$ cat src/rtl/ship_missile_ctl_if.sv
// ship_missile_ctl_if
// Groups the missile controller's control inputs and draw/collision outputs.
//   fire           : fire key level (already synchronised)
//   dead_s         : player dead strobe/level
//   hit            : collision detector hit pulse
//   xpos_ship      : ship x position (11 bits)
//   missile_x/y    : missile left column / top row (11 bits each)
//   missile_active : missile in flight
//   shot_pulse     : one-cycle pulse per launch
// master = the side driving the controls, slave = the missile controller.
interface ship_missile_ctl_if;
  logic        fire;
  logic        dead_s;
  logic        hit;
  logic [10:0] xpos_ship;
  logic [10:0] missile_x;
  logic [10:0] missile_y;
  logic        missile_active;
  logic        shot_pulse;

  modport master (
    output fire, dead_s, hit, xpos_ship,
    input  missile_x, missile_y, missile_active, shot_pulse
  );

  modport slave (
    input  fire, dead_s, hit, xpos_ship,
    output missile_x, missile_y, missile_active, shot_pulse
  );
endinterface

$ cat src/rtl/ship_missile_ctl.sv
// ship_missile_ctl
// Player missile controller. A fresh fire press launches one missile from the
// ship's nose; the missile then climbs one pixel every STEP_LIMIT+1 cycles
// until it reaches Y_MIN, is reported hit, or the player dies.
// Ports:
//   pclk : pixel clock
//   rst  : synchronous active-high reset
//   bus  : ship_missile_ctl_if.slave (fire/dead_s/hit/xpos_ship in,
//          missile_x/missile_y/missile_active/shot_pulse out)
module ship_missile_ctl #(
  parameter int SHIP_Y     = 700,
  parameter int SHIP_W     = 83,
  parameter int MISSILE_W  = 4,
  parameter int MISSILE_H  = 16,
  parameter int Y_MIN      = 16,
  parameter int STEP_LIMIT = 20000
) (
  input logic               pclk,
  input logic               rst,
  ship_missile_ctl_if.slave bus
);

  localparam logic [1:0] ST_IDLE   = 2'd0;
  localparam logic [1:0] ST_LAUNCH = 2'd1;
  localparam logic [1:0] ST_FLY    = 2'd2;

  localparam logic [10:0] LAUNCH_DX = 11'((SHIP_W - MISSILE_W) / 2);
  localparam logic [10:0] LAUNCH_Y  = 11'(SHIP_Y - MISSILE_H);
  localparam logic [10:0] Y_TOP     = 11'(Y_MIN);
  localparam logic [20:0] STEP_LIM  = 21'(STEP_LIMIT);

  logic [1:0]  state_q, state_d;
  logic [20:0] step_cnt_q, step_cnt_d;
  logic        armed_q, armed_d;
  logic [10:0] x_q, x_d;
  logic [10:0] y_q, y_d;
  logic        active_q, active_d;
  logic        shot_q, shot_d;

  always_comb begin
    state_d    = state_q;
    step_cnt_d = step_cnt_q;
    x_d        = x_q;
    y_d        = y_q;
    active_d   = active_q;
    shot_d     = 1'b0;
    armed_d    = armed_q;

    // Re-arm only once the key has been seen released.
    if (!bus.fire) armed_d = 1'b1;

    case (state_q)
      ST_IDLE: begin
        active_d = 1'b0;
        if (!bus.dead_s && bus.fire && armed_q) begin
          state_d    = ST_LAUNCH;
          x_d        = bus.xpos_ship + LAUNCH_DX;
          y_d        = LAUNCH_Y;
          active_d   = 1'b1;
          shot_d     = 1'b1;
          step_cnt_d = '0;
          armed_d    = 1'b0;
        end
      end
      ST_LAUNCH: begin
        // Launch always completes; a dead_s here is acted on in FLY.
        state_d = ST_FLY;
      end
      ST_FLY: begin
        if (bus.dead_s || bus.hit) begin
          state_d    = ST_IDLE;
          active_d   = 1'b0;
          step_cnt_d = '0;
        end else if (step_cnt_q == STEP_LIM) begin
          step_cnt_d = '0;
          // Compare before decrementing so the row never wraps below Y_MIN.
          if (y_q == Y_TOP) begin
            state_d  = ST_IDLE;
            active_d = 1'b0;
          end else begin
            y_d = y_q - 11'd1;
          end
        end else begin
          step_cnt_d = step_cnt_q + 21'd1;
        end
      end
      default: begin
        state_d  = ST_IDLE;
        active_d = 1'b0;
      end
    endcase

    if (bus.dead_s) armed_d = 1'b0;
  end

  always_ff @(posedge pclk) begin
    if (rst) begin
      state_q    <= ST_IDLE;
      step_cnt_q <= '0;
      armed_q    <= 1'b0;
      x_q        <= '0;
      y_q        <= '0;
      active_q   <= 1'b0;
      shot_q     <= 1'b0;
    end else begin
      state_q    <= state_d;
      step_cnt_q <= step_cnt_d;
      armed_q    <= armed_d;
      x_q        <= x_d;
      y_q        <= y_d;
      active_q   <= active_d;
      shot_q     <= shot_d;
    end
  end

  assign bus.missile_x      = x_q;
  assign bus.missile_y      = y_q;
  assign bus.missile_active = active_q;
  assign bus.shot_pulse     = shot_q;

endmodule

$ cat src/flat_wrapper.sv
// flat-port wrapper written by rule: the top's interface ports become plain ports
module ship_missile_ctl_flat 
#(
  parameter int SHIP_Y     = 700,
  parameter int SHIP_W     = 83,
  parameter int MISSILE_W  = 4,
  parameter int MISSILE_H  = 16,
  parameter int Y_MIN      = 16,
  parameter int STEP_LIMIT = 20000
)
  (pclk, rst, bus_fire, bus_dead_s, bus_hit, bus_xpos_ship, bus_missile_x, bus_missile_y, bus_missile_active, bus_shot_pulse);
  ship_missile_ctl_if bus_i ();
  input logic pclk;
  input logic rst;
  input wire logic [$bits(bus_i.fire)-1:0] bus_fire;
  input wire logic [$bits(bus_i.dead_s)-1:0] bus_dead_s;
  input wire logic [$bits(bus_i.hit)-1:0] bus_hit;
  input wire logic [$bits(bus_i.xpos_ship)-1:0] bus_xpos_ship;
  output wire logic [$bits(bus_i.missile_x)-1:0] bus_missile_x;
  output wire logic [$bits(bus_i.missile_y)-1:0] bus_missile_y;
  output wire logic [$bits(bus_i.missile_active)-1:0] bus_missile_active;
  output wire logic [$bits(bus_i.shot_pulse)-1:0] bus_shot_pulse;
  assign bus_i.fire = bus_fire;
  assign bus_i.dead_s = bus_dead_s;
  assign bus_i.hit = bus_hit;
  assign bus_i.xpos_ship = bus_xpos_ship;
  assign bus_missile_x = bus_i.missile_x;
  assign bus_missile_y = bus_i.missile_y;
  assign bus_missile_active = bus_i.missile_active;
  assign bus_shot_pulse = bus_i.shot_pulse;
  ship_missile_ctl #(.SHIP_Y(SHIP_Y), .SHIP_W(SHIP_W), .MISSILE_W(MISSILE_W), .MISSILE_H(MISSILE_H), .Y_MIN(Y_MIN), .STEP_LIMIT(STEP_LIMIT)) u_core (.pclk(pclk), .rst(rst), .bus(bus_i));
endmodule
$ cat config.mk
export PLATFORM = sky130hd
export DESIGN_NAME = ship_missile_ctl_flat
export DESIGN_NICKNAME = d
export VERILOG_FILES = /design/src/rtl/ship_missile_ctl_if.sv /design/src/rtl/ship_missile_ctl.sv /design/src/flat_wrapper.sv
export SDC_FILE = /design/constraint.sdc
export NUM_CORES = 1
export LEC_CHECK = 0
export ABC_AREA = 1
export ABC_CLOCK_PERIOD_IN_PS = 2500
export BUFFER_PORTS_ARGS = -buffer_cell sky130_fd_sc_hd__buf_2
export CAP_MARGIN = 20
export CORE_MARGIN = 2
export CORE_UTILIZATION = 40
export CTS_CLUSTER_SIZE = 25
export DETAILED_ROUTE_END_ITERATION = 10
export SYNTH_ARGS = -nofsm -noshare
export SYNTH_HDL_FRONTEND = slang
export SYNTH_SLANG_ARGS = --single-unit
$ cat constraint.sdc
create_clock -name pclk -period 2.5 [get_ports pclk]
set_clock_uncertainty 0.15 [all_clocks]
set_input_delay 0.25 -clock pclk [delete_from_list [all_inputs] [get_ports pclk]]
set_output_delay 0.25 -clock pclk [all_outputs]
set_load 0.01 [all_outputs]
==> flow_summary.json <==
{
  "hp-class": "in -> reg",
  "clk_pin_slew_ns": 0.09,
  "cp_top_family": "simple AND/OR/NAND/NOR gates",
  "ios": 40,
  "drtIter0Drc": 110,
  "worstSkewPairLatency_ns": 0.29,
  "fin_util_pct": 47.07,
  "antenna_found_initial": 0,
  "drive_above_1_share_pct": 19.14,
  "nets": 486,
  "cp_slowest_stage_delay_ns": 0.53,
  "rsz0062_at_grt": "false",
  "drt_pre_antenna_iters": 4,
  "final.period_utilization_pct": 84.99,
  "worstPathCellList": "dlygate4sd3_1, buf_2, nor2_1, nand2_2, nand2_2, inv_2, nor2_2, nand2_1, nor2_1, nand2_1, nand2_1, nor2_1",
  "crit_arrival_ns": 2.17,
  "dpl_cell_area_mm2": 0.003032,
  "portBuffers": 39,
  "crit_slowest_cell": "dlygate4sd3_1",
  "cts_inserted_buffers": 5,
  "crit_type": "in -> reg",
  "finalWorstSetupSlack_ns": 0.3752,
  "grt_pass1_vias": 2410,
  "ys_warn_count": 0,
  "path_buf_inv": 3,
  "grt_use_total_pct": 17.55,
  "tritoncts": "built",
  "drc": 0,
  "worstPathRequired_ns": 2.54,
  "cts_resized": 0,
  "htreeDepth": 2,
  "seqCellArea_um2": 960.9,
  "avgRoutedWirePerCell_um": 11.23,
  "grt_overflow": 0,
  "synthCells": 424,
  "p_per_area_mw_per_mm2": 490.2,
  "die-width_um": 87.46,
  "synthesis.nets": 445,
  "critPathLaunchType": "input pin",
  "num_rows": 30,
  "nFillCells": 733,
  "seq_area_frac_synth_pct": 34.49,
  "fmax_ghz": 0.4706,
  "worst_pin_slew_ns": 0.6811,
  "leakage_nw": 1.452,
  "vias": 2558,
  "dp_slack_ns": 0.5840,
  "report.final.slew_viol_count": 0,
  "grt_max_degree": 20,
  "post_cts_buffers": 0,
  "post-route-min-period_ns": 2.125,
  "grt_pass1_wl_mm": 10.76,
  "fin_setup_tns_ns": 0,
  "root_buffer": "clkbuf_8",
  "diodes": 0,
  "dp_hpwl_mm": 4.594,
  "status": "complete, no violations",
  "initial_core_util_pct": 41.24,
  "area_delta_synth_final_pct": 14.14,
  "ys_seq_elements": 48,
  "vias_per_cell": 4.694,
  "synth_cell_types": 35,
  "stdcell_area_mm2": 0.003181,
  "peakVddDrop_uv": 254.3,
  "syn_area_per_cell_um2": 6.572,
  "multi_input_area_mm2": 0.001524,
  "clk_path_buf_depth": 2,
  "coreArea_mm2": 0.006756,
  "gp_congestion": 0.9344,
  "fp.dieArea_mm2": 0.007649,
  "dieHeight_um": 87.46,
  "setup_viol": 0,
  "cts_sinks": 48,
  "cp_max_fo": 13,
  "cp-end-kind": "flop",
  "netlist_area_mm2": 0.002786,
  "finalWirelength_mm": 6.121,
  "hold_violations": 0,
  "maxSlewHeadroom_pct": 54.54,
  "ant_nets": 0,
  "cap_violations": 0
}
metrics by stage:
step	power, W	hold slack [ns]	instances
2_1_floorplan	0.0008855	0.1839	424
3_3_place_gp	0.0009222	0.2947	536
3_5_place_dp	0.0009239	0.3157	536
4_1_cts	0.001586	0.009651	545
5_1_grt	0.001633	0.01965	545
6_report	0.001559	0.02451	545
synth_stat cells (all sizes together):
cell type | instances | area share [%]
or2 | 3 | 0.67
a21oi | 18 | 3.6
o21bai | 1 | 0.27
clkinv | 1 | 0.13
nand4 | 5 | 1.3
inv | 64 | 8.6
o21ai | 25 | 4.5
dfxtp | 48 | 34
nor2 | 88 | 14
o221ai | 1 | 0.31
nor3 | 11 | 2.9
buf | 5 | 1.7
clkbuf | 3 | 0.40
ha | 5 | 2.2
nand2 | 98 | 14
xnor2 | 3 | 0.94
a2111oi | 1 | 0.31
o211ai | 1 | 0.27
nand3 | 31 | 5.6
nand3b | 2 | 0.54
xor2 | 10 | 3.1
cells in the final DEF (no fill, tap or decap):
cell           instances
dlygate4sd3_1          2
a21oi_1               15
or2_0                  1
o21ai_0               20
nor2_8                 1
o21bai_1               1
a2111oi_0              1
a21oi_2                3
o211ai_1               1
inv_1                 55
nand2_1               88
nor2_4                 1
nand3b_1               2
clkinv_1               1
o221ai_1               1
bufinv_16              2
inv_2                  9
nand2_2                8
nand4_1                4
nor3_1                 6
xor2_1                10
or2_2                  2
xnor2_1                3
nand3_1               31
ha_1                   5
nor3_2                 5
dfxtp_1               48
o21ai_1                5
nand4_2                1
clkbuf_8               5
buf_2                 39
buf_4                  1
nand2_4                2
nor2_1                76
nor2_2                10
final cells by class:
cell class                      instances  share of cell area [%]
Clock buffer                            5                   2.164
Clock inverter                          2                   1.888
Inverter                               65                   7.671
Multi-Input combinational cell        303                   47.91
Sequential cell                        48                   30.21
Tap cell                               80                   3.147
Timing Repair Buffer                   42                   7.002
where the power goes:
part | switching [W] | internal [W] | leakage [nW] | total (W)
Clock | 0.000258 | 0.000394 | 0.0642 | 0.000651
Sequential | 0.00000752 | 0.000774 | 0.388 | 0.000781
Combinational | 0.0000781 | 0.0000484 | 1.00 | 0.000126
worst paths after layout:
check                                  from                         to  slack [ns]  cells after the start
setup / recovery                 bus_dead_s      u_core.step_cnt_q[13]        0.38                     12
hold / removal                     bus_fire             u_core.armed_q        0.02                      2
setup reg to reg          u_core.state_q[0]      u_core.step_cnt_q[13]        0.59                      8
hold reg to reg   u_core.bus.missile_active  u_core.bus.missile_active        0.34                      2
kinds of logic (layout without fill, tap and decap cells):
| logic type | count (synthesis) | count (layout) | synth area share (%) |
|---|---|---|---|
| adder cells (fa/ha/maj) | 5 | 5 | 2.245 |
| buffers and inverters | 73 | 114 | 10.82 |
| AND/OR/NAND/NOR | 238 | 238 | 39.07 |
| flip-flops | 48 | 48 | 34.49 |
| AO/OA/AOI/OAI | 47 | 47 | 9.295 |
| XOR/XNOR | 13 | 13 | 4.086 |
state kept, by name (all words and copies together) (netlist names):
register,count
u_core.armed_q,1
u_core.bus.missile_active,1
u_core.bus.missile_x,11
u_core.bus.missile_y,11
u_core.bus.shot_pulse,1
u_core.state_q,2
u_core.step_cnt_q,21
timing repair:
action,CTS,global route
hold endpoints to repair,2,0
endpoints found under the setup margin,0,0
hold buffers,2,0
layer usage:
| metal | global-route usage, % | vias up | share of wire [%] |
|---|---|---|---|
| li1 | - | 1399 | - |
| met1 | 23.25 | 1123 | 50 |
| met2 | 28.51 | 32 | 47 |
| met3 | 3.318 | 4 | 2.4 |
| met4 | 6.014 | 0 | 1.0 |
| met5 | 0 | - | 0 |
worst register-to-register path: cells and delay by family (launching register included):
kind,cells,cell delay [ns]
flops,1,0.47
buf+inv,1,0.18
simple gates,7,1.06
(Power assumes the default switching activity.)
